==> src/rtl/ps2_kbd_tx.sv <==
// PS/2 keyboard device-side transmitter: small byte FIFO feeding an 11-bit frame serialiser.
// Optional host-inhibit handling (inhibit port, HOLD/retry) is built when PS2_TX_INHIBIT_EN is defined.
module ps2_kbd_tx #(
    parameter int HALF       = 1773,
    parameter int DEPTH_LOG2 = 2,
    parameter int GAP_BITS   = 2
) (
    input  logic       clock,
    input  logic       power,
    input  logic [7:0] data,
    input  logic       strobe,
    output logic       ready,
    output logic       busy,
    output logic       ps2Ck,
    output logic       ps2Dq
`ifdef PS2_TX_INHIBIT_EN
    ,
    input  logic       inhibit
`endif
);

    localparam int DEPTH   = 1 << DEPTH_LOG2;
    localparam int GAP_CYC = GAP_BITS * 2 * HALF;
    localparam int GW      = $clog2(GAP_CYC + 1);
    localparam logic [15:0]           HALF_LAST = 16'(HALF - 1);
    localparam logic [DEPTH_LOG2:0]   FULL      = (DEPTH_LOG2 + 1)'(DEPTH);
    // GAP exits two cycles early: the IDLE and LOAD cycles complete the idle interval.
    localparam logic [GW-1:0]         GAP_LAST  = GW'(GAP_CYC - 3);

`ifdef PS2_TX_INHIBIT_EN
    typedef enum logic [2:0] {IDLE, LOAD, SEND, GAP, HOLD} state_t;
`else
    typedef enum logic [1:0] {IDLE, LOAD, SEND, GAP} state_t;
`endif

    state_t                state;
    logic [7:0]            mem [DEPTH];
    logic [DEPTH_LOG2-1:0] wr_ptr;
    logic [DEPTH_LOG2-1:0] rd_ptr;
    logic [DEPTH_LOG2:0]   count;
    logic [DEPTH_LOG2:0]   count_next;
    logic                  pending;
    logic                  do_push;
    logic                  do_pop;
    logic [7:0]            cur_byte;
    logic [9:0]            shreg;
    logic [3:0]            bit_idx;
    logic                  phase_low;
    logic [15:0]           cnt;
    logic [GW-1:0]         gcnt;

`ifdef PS2_TX_INHIBIT_EN
    logic       inh_meta;
    logic       inh_s;
    logic       retry;
    logic [7:0] retry_byte;
`endif

    always_comb begin
        do_push = strobe & ready;
`ifdef PS2_TX_INHIBIT_EN
        do_pop   = (state == LOAD) & ~retry;
        cur_byte = retry ? retry_byte : mem[rd_ptr];
`else
        do_pop   = (state == LOAD);
        cur_byte = mem[rd_ptr];
`endif
        case ({do_push, do_pop})
            2'b10:   count_next = count + 1'b1;
            2'b01:   count_next = count - 1'b1;
            default: count_next = count;
        endcase
    end

    always_ff @(posedge clock) begin
        if (do_push) mem[wr_ptr] <= data;
    end

    always_ff @(posedge clock or negedge power) begin
        if (!power) begin
            state     <= IDLE;
            wr_ptr    <= '0;
            rd_ptr    <= '0;
            count     <= '0;
            pending   <= 1'b0;
            ready     <= 1'b1;
            busy      <= 1'b0;
            ps2Ck     <= 1'b1;
            ps2Dq     <= 1'b1;
            shreg     <= '1;
            bit_idx   <= '0;
            phase_low <= 1'b0;
            cnt       <= '0;
            gcnt      <= '0;
`ifdef PS2_TX_INHIBIT_EN
            inh_meta   <= 1'b0;
            inh_s      <= 1'b0;
            retry      <= 1'b0;
            retry_byte <= '0;
`endif
        end else begin
            count   <= count_next;
            ready   <= (count_next < FULL);
            pending <= (count != '0);
            busy    <= (count_next != '0) || (state != IDLE);
            if (do_push) wr_ptr <= wr_ptr + 1'b1;
            if (do_pop)  rd_ptr <= rd_ptr + 1'b1;
`ifdef PS2_TX_INHIBIT_EN
            inh_meta <= inhibit;
            inh_s    <= inh_meta;
`endif
            case (state)
                IDLE: begin
                    ps2Ck <= 1'b1;
                    ps2Dq <= 1'b1;
`ifdef PS2_TX_INHIBIT_EN
                    if (pending && !inh_s) state <= LOAD;
`else
                    if (pending) state <= LOAD;
`endif
                end
                LOAD: begin
                    // Frame bits 1..10 wait in shreg; bit 0 (start) goes straight to the line.
                    shreg     <= {1'b1, ~^cur_byte, cur_byte};
                    ps2Ck     <= 1'b1;
                    ps2Dq     <= 1'b0;
                    bit_idx   <= '0;
                    phase_low <= 1'b0;
                    cnt       <= '0;
                    state     <= SEND;
`ifdef PS2_TX_INHIBIT_EN
                    retry_byte <= cur_byte;
                    retry      <= 1'b0;
`endif
                end
                SEND: begin
`ifdef PS2_TX_INHIBIT_EN
                    if (inh_s && !(bit_idx == 4'd10 && phase_low)) begin
                        ps2Ck <= 1'b1;
                        ps2Dq <= 1'b1;
                        retry <= 1'b1;
                        state <= HOLD;
                    end else
`endif
                    if (cnt == HALF_LAST) begin
                        cnt <= '0;
                        if (!phase_low) begin
                            ps2Ck     <= 1'b0;
                            phase_low <= 1'b1;
                        end else begin
                            ps2Ck     <= 1'b1;
                            phase_low <= 1'b0;
                            if (bit_idx == 4'd10) begin
                                ps2Dq <= 1'b1;
                                gcnt  <= '0;
                                state <= GAP;
                            end else begin
                                bit_idx <= bit_idx + 1'b1;
                                ps2Dq   <= shreg[0];
                                shreg   <= {1'b1, shreg[9:1]};
                            end
                        end
                    end else begin
                        cnt <= cnt + 1'b1;
                    end
                end
                GAP: begin
                    ps2Ck <= 1'b1;
                    ps2Dq <= 1'b1;
                    if (gcnt == GAP_LAST) begin
                        state <= IDLE;
                        busy  <= (count_next != '0);
                    end else begin
                        gcnt <= gcnt + 1'b1;
                    end
                end
`ifdef PS2_TX_INHIBIT_EN
                HOLD: begin
                    ps2Ck <= 1'b1;
                    ps2Dq <= 1'b1;
                    if (!inh_s) state <= LOAD;
                end
`endif
                default: state <= IDLE;
            endcase
        end
    end

endmodule

==> config.mk <==
export PLATFORM = sky130hd
export DESIGN_NAME = ps2_kbd_tx
export DESIGN_NICKNAME = d
export VERILOG_FILES = /design/src/rtl/ps2_kbd_tx.sv
export SDC_FILE = /design/constraint.sdc
export NUM_CORES = 1
export LEC_CHECK = 0
export CORE_MARGIN = 2
export CORE_UTILIZATION = 57
export CTS_BUF_LIST = sky130_fd_sc_hd__clkbuf_2
export CTS_CLUSTER_DIAMETER = 50
export CTS_CLUSTER_SIZE = 12
export DETAILED_ROUTE_END_ITERATION = 16
export GPL_TIMING_DRIVEN = 0
export PLACE_DENSITY_LB_ADDON = 0.15
export SLEW_MARGIN = 20
export SYNTH_ARGS = -nofsm -noshare
export SYNTH_HDL_FRONTEND = slang
export SYNTH_SLANG_ARGS = --single-unit
export TNS_END_PERCENT = 50
==> constraint.sdc <==
create_clock -name clock -period 3.5 [get_ports clock]
set_input_delay 0.7 -clock clock [delete_from_list [all_inputs] [get_ports clock]]
set_output_delay 0.7 -clock clock [all_outputs]
set_load 0.05 [all_outputs]
==> flow_metrics.tcl, run 1 <==
set metrics [dict create \
    die_w_um 91.8 \
    wl_um 7940 \
    ir_drop_uv 432 \
    crit_path_max_fanout 9 \
    antenna_found_initial 0 \
    cts.reportedPaths.clkPinSlew_ps 250 \
    synth-edff-count 32 \
    min_period_over_period_pct 80.4 \
    worst-r2r-cell-count 7 \
    max_freq_ghz 0.355 \
    num-fill-cells 627 \
    grt_setup_unrepaired "no" \
    total_power_mw 3.53 \
    critical_path_required_ps 3970 \
    synth-main-ff-cell "dfrtp_1" \
    end_kind "flop" \
    synth_cells 380 \
    core_sq_um 7610 \
    cts_made_buffers 9 \
    finalSetupViolations 0 \
    final_common_cell "dfrtp_1" \
    async_reset_ff_share_pct 64.0 \
    grt.total_usage_pct 20.8 \
    ios 15 \
    grt_use_met1_pct 28.1 \
    top_usage_layer "met2" \
    p_clk_share_pct 15.7 \
    comb_power_share_pct 42.9 \
    p_seq_share_pct 41.4 \
    ys_warn_count 0 \
    post_drt_via_cell_ratio 5.63 \
    cts_resized 0 \
    place.port_buffers 14 \
    switching_power_mw 1.40 \
    slew_viol_final 0 \
    ys_ff_latch 89 \
    postLayoutCellArea_sq_um 4800 \
    grt_util_met2_pct 34.1 \
    die_area_sq_um 8430 \
    row_count 32 \
    cts_hold_buf 0 \
    grt.overflow.total 0 \
    p_leak_nw 1.91 \
    fin_skew_ps 17.8 \
    ys_types 45 \
    arrival_ps 3280 \
    grt_pass1_vias 2906 \
    start_util_pct 57.8 \
    drt_pass1_iterations 7 \
    synthToLayoutAreaGrowth_pct 9.17 \
    dp_hpwl_um 5670 \
    syn_nets 409 \
    fin_tns_setup_ps 0 \
    max_cap_violations 0 \
    met3_usage_pct 4.85 \
    outcome "complete, no violations" \
    drc 0 \
    worstReg2RegEnd "gcnt[7]" \
    whs_ps 173 \
    numClockSinks 89 \
    gp_congestion 0.812 \
    wire_per_inst_um 15.5 \
    grt_pass1_wl_um 13800 \
    htreeDepth 3 \
    placed_cell_area_sq_um 4660 \
    post-route-min-period_ps 2810 \
    final_core_util_pct 63.1 \
    post_cts_buffers 0 \
    start_kind "flop" \
    drt-initial-drc-count 89 \
    cts_buffer_depth 2 \
    die_y_um 91.8 \
    cts-root-buf "clkbuf_2" \
    yosysSeqAreaShare_pct 54.7 \
    n_antenna_cell 0 \
    rrSetupSlack_ps 690 \
    synth_area_sq_um 4390 \
    syn-mean-instance-area_sq_um 11.6 \
    route.vias.total 2885 \
    layout_common_cells "dfrtp_1 (45), nand2_1 (34), o21ai_0 (34)" \
    min-delay-path-class "primary input to asynchronous set/reset pin" \
    clock_latency_ps 540 \
    drtAntennaViolNets 0 \
    p_int_mw 2.14 \
    r2r-start "cnt[0]" \
    crit_type "flop to flop" \
    p_per_area_nw_per_um2 737 \
    slew_headroom_pct 51.2 \
    hold_viol 0 \
    drive_gt1_share_pct 12.2 \
    worstMarginPinSlew_ps 725 \
    cts_tree "built" \
    final_nets 434 \
    swShare_pct 39.5 \
    grt_start_max_net_pins 58 \
]
## layout make-up
cell class / instances / area (sq um) / area share (%)
repair buffers: 14 / 138 / 2.87
clock buffers: 9 / 45.0 / 0.939
inverters: 19 / 71.3 / 1.49
flip-flops and latches: 89 / 2400 / 50.1
multi-input cells: 262 / 1890 / 39.3
clock inverters: 7 / 85.1 / 1.77
well taps: 102 / 128 / 2.66
plain buffers: 10 / 41.3 / 0.861
## power groups by stage
stage / logic, mW / clock network (mW) / registers [mW]
6_report: 1.52 / 0.554 / 1.46
5_1_grt: 1.71 / 0.606 / 1.49
4_1_cts: 1.53 / 0.574 / 1.47
3_5_place_dp: 1.52 / 0 / 1.49
3_3_place_gp: 1.48 / 0 / 1.48
2_1_floorplan: 1.10 / 0 / 1.53
## state kept, by name, summed over array words and instances (netlist names), 2 cells and up
register	count
bit_idx	4
cnt	16
count	3
gcnt	13
mem	32
rd_ptr	2
shreg	9
state	2
wr_ptr	2
## synthesized netlist by cell type (3+ instances only)
cell type / instances / area, sq um
mux4_2: 8 / 180
inv_1: 19 / 71.3
or4_1: 4 / 30.0
xnor2_1: 19 / 166
nor4_1: 6 / 37.5
ha_1: 17 / 213
xor2_1: 6 / 52.6
nand2b_1: 5 / 31.3
dfstp_2: 12 / 315
nor2b_1: 3 / 18.8
or3_1: 5 / 31.3
and3_1: 13 / 81.3
mux2_2: 3 / 33.8
nand3_1: 18 / 90.1
o31ai_1: 3 / 22.5
dfrtp_1: 45 / 1130
nor2_1: 27 / 101
nand2_1: 34 / 128
buf_2: 3 / 15.0
clkbuf_1: 6 / 22.5
a21oi_1: 9 / 45.0
or4b_1: 3 / 30.0
mux2i_1: 12 / 120
nand4_1: 8 / 50.1
o21ai_0: 34 / 170
edfxtp_1: 32 / 961
## through the flow
stage / std cells / setup WS (ps)
floorplan: 380 / 1010
global placement: 496 / -82.8
detailed placement: 496 / 474
CTS: 512 / 582
global route: 512 / 519
finish: 512 / 686
## worst max path at each step
stage                      start         to  cells past startpoint  slack, ps
final                     cnt[0]    gcnt[7]                      7        690
after floorplan           cnt[0]    gcnt[7]                      7       1010
after global placement     power  wr_ptr[1]                      1        -80
after CTS                 cnt[0]    cnt[15]                      7        580
after global routing      cnt[0]    gcnt[7]                      7        520
after detailed placement  strobe       busy                      9        470
## worst max-delay path: stages, from the launching register on
cell	delay (ps)
dfrtp_1	460
inv_1	110
ha_1	160
or4b_4	520
nor4_4	510
a21oi_2	230
nor4_1	380
mux2_2	370
## routing by layer
metal  wire (um)  vias up
li1            -     1431
met2        3840       34
met3         279        6
met1        3750     1414
met4          66        0
met5           0        -
## kinds of logic after synthesis
group | count (synthesis) | share of synthesized area, %
simple gates | 138 | 16.9
flops | 89 | 54.7
compound gates | 58 | 8.03
fa+ha+maj | 18 | 5.30
xor+xnor | 25 | 4.98
buf+inv | 29 | 2.56
mux | 23 | 7.60
(Power assumes the default switching activity.)
==> inputs of run 2 (changes only) <==
Clock period 3.5 ns to 2.7 ns, I/O delays scaled along.
==> run 2 against run 1 <==
Against the previous run:
- wire length is 0.79% higher
- power is 31% higher
- combinational power is 33% higher
- sequential cell count stayed put
- sequential power is 29% higher
- sequential share of layout area is 0.71 points lower
- worst hold slack better by 330 ps
- final cell count is 1.4% higher
- non-clock buffer count is 7 higher
- critical path type unchanged
- setup slack worse by 630 ps
- largest power group unchanged
- clock power is 30% higher
- die area stayed put
==> flow_metrics.tcl, run 2 (synthesized netlist as in run 1, its figures left out) <==
set metrics [dict create \
    place_inst 496 \
    largest_register "mem" \
    switching_power_mw 1.83 \
    rrSetupSlack_ps 60 \
    die_y_um 91.8 \
    path_delay_family "simple AND/OR/NAND/NOR gates" \
    fin_tns_setup_ps 0 \
    max_cap_violations 0 \
    grt_setup_unrepaired "yes" \
    clock_latency_ps 540 \
    ir_drop_uv 563 \
    cts.reportedPaths.clkPinSlew_ps 250 \
    drt_pass1_iterations 6 \
    dp_hpwl_um 5670 \
    path_depth 8 \
    drt-initial-drc-count 91 \
    slew_headroom_pct 51.4 \
    cpMostUsedCell "or4b_4" \
    p_int_mw 2.80 \
    drive_gt1_share_pct 15.1 \
    die_area_sq_um 8430 \
    final_core_util_pct 64.0 \
    p_per_area_nw_per_um2 951 \
    start_kind "flop" \
    cts_made_buffers 9 \
    r2r-start "cnt[0]" \
    antenna_found_initial 0 \
    grt_start_max_net_pins 58 \
    min_period_over_period_pct 97.9 \
    critical_path_required_ps 3200 \
    drtAntennaViolNets 0 \
    p_clk_share_pct 15.5 \
    post_drt_via_cell_ratio 5.60 \
    worstReg2RegEnd "gcnt[8]" \
    outcome "complete, no violations" \
    max_stage_delay_ps 580 \
    htreeDepth 3 \
    arrival_ps 3140 \
    drc 0 \
    final_common_cell "dfrtp_1" \
    max_freq_ghz 0.378 \
    cts_buffer_depth 2 \
    grt.total_usage_pct 20.9 \
    total_power_mw 4.63 \
    layout_common_cells "dfrtp_1 (45), nand2_1 (34), o21ai_0 (33)" \
    cts_tree "built" \
    largest_reg_flops 32 \
    worst-r2r-cell-count 8 \
    path_cells "inv_2, ha_2, or4b_4, nor4_4, buf_4, a31oi_4, or4b_4, a21oi_2" \
    p_leak_nw 1.95 \
    crit_type "flop to flop" \
    fin_skew_ps 20.5 \
    final_nets 441 \
    reg.largest.list "mem (32), cnt (16), gcnt (13)" \
    row_count 32 \
    post-route-min-period_ps 2640 \
    comb_power_share_pct 43.6 \
    grt_pass1_vias 2918 \
    place.port_buffers 14 \
    hold_viol 0 \
    numClockSinks 89 \
    die_w_um 91.8 \
    min-delay-path-class "flop to flop" \
    finalSetupViolations 0 \
    place_ws_ps -197 \
    cts-root-buf "clkbuf_2" \
    swShare_pct 39.5 \
    n_antenna_cell 0 \
    slew_viol_final 0 \
    worstMarginPinSlew_ps 723 \
    fin_cells 519 \
    worstPathBufferInverterCount 2 \
    end_kind "flop" \
    wl_um 8000 \
    ios 15 \
    endpoint "gcnt[8]" \
    grt.overflow.total 0 \
    core_sq_um 7610 \
    gp_congestion 0.812 \
    critPathLaunch "cnt[0]" \
    wire_per_inst_um 15.4 \
    synthToLayoutAreaGrowth_pct 10.7 \
    route.vias.total 2904 \
    start_util_pct 57.8 \
    cpMaxStageDelayCell "or4b_4" \
    num-fill-cells 619 \
    grt_pass1_wl_um 13800 \
    setup_ws_ps 56.2 \
    p_seq_share_pct 40.9 \
    crit_path_max_fanout 8 \
]
## run 2: power groups by stage
| stage | sequential [mW] | clock (mW) | combinational, mW |
|---|---|---|---|
| detailed placement | 1.93 | 0 | 1.97 |
| finish | 1.89 | 0.718 | 2.02 |
| global placement | 1.91 | 0 | 1.92 |
| global route | 1.93 | 0.786 | 2.27 |
| CTS | 1.90 | 0.745 | 1.99 |
| floorplan | 1.98 | 0 | 1.42 |
## run 2: worst min-delay path by stage
| stage | start | to | slack, ps | cells past startpoint |
|---|---|---|---|---|
| after floorplan | power | bit_idx[0] | 240 | 0 |
| after global placement | shreg[1] | shreg[1] | 470 | 2 |
| final | shreg[4] | shreg[4] | 500 | 2 |
| after global routing | shreg[2] | shreg[2] | 530 | 2 |
| after detailed placement | count[2] | pending | 480 | 1 |
| after CTS | shreg[3] | shreg[3] | 510 | 2 |
## run 2: layout make-up
class,count,area (sq um),area share (%)
tap,102,128,2.62
sequential,89,2400,49.4
multi-input combinational,262,1900,39.0
buffer,10,42.5,0.874
timing repair buffer,21,193,3.96
clock inverter,7,85.1,1.75
inverter,19,71.3,1.47
clock buffer,9,45.0,0.926
## run 2: routing by layer
layer / share of wire [%] / vias to the layer above / wire [um] / GRT usage (%)
met4: 0.69 / 0 / 55 / 5.60
met2: 49 / 33 / 3900 / 34.3
met5: 0 / - / 0 / 0
met3: 2.6 / 4 / 212 / 4.85
li1: - / 1448 / - / -
met1: 48 / 1419 / 3830 / 28.1
## run 2: tightest hold or removal path: stages, from the launching register on
cell,delay [ps]
dfstp_2,420
nand2_1,40
o21ai_0,70
## run 2: repair_timing
action	4_1_cts	5_1_grt
endpoints found under the setup margin	19	27
hold buffers	1	0
endpoints found under the hold margin	12	0
buffers inserted	0	6
pin swaps	1	6
gates resized for setup	2	8
## run 2: stage by stage
step,hold WS [ps],cell area (sq um)
2_1_floorplan,244,4390
3_3_place_gp,467,4660
3_5_place_dp,480,4660
4_1_cts,508,4810
5_1_grt,525,4870
6_report,503,4870
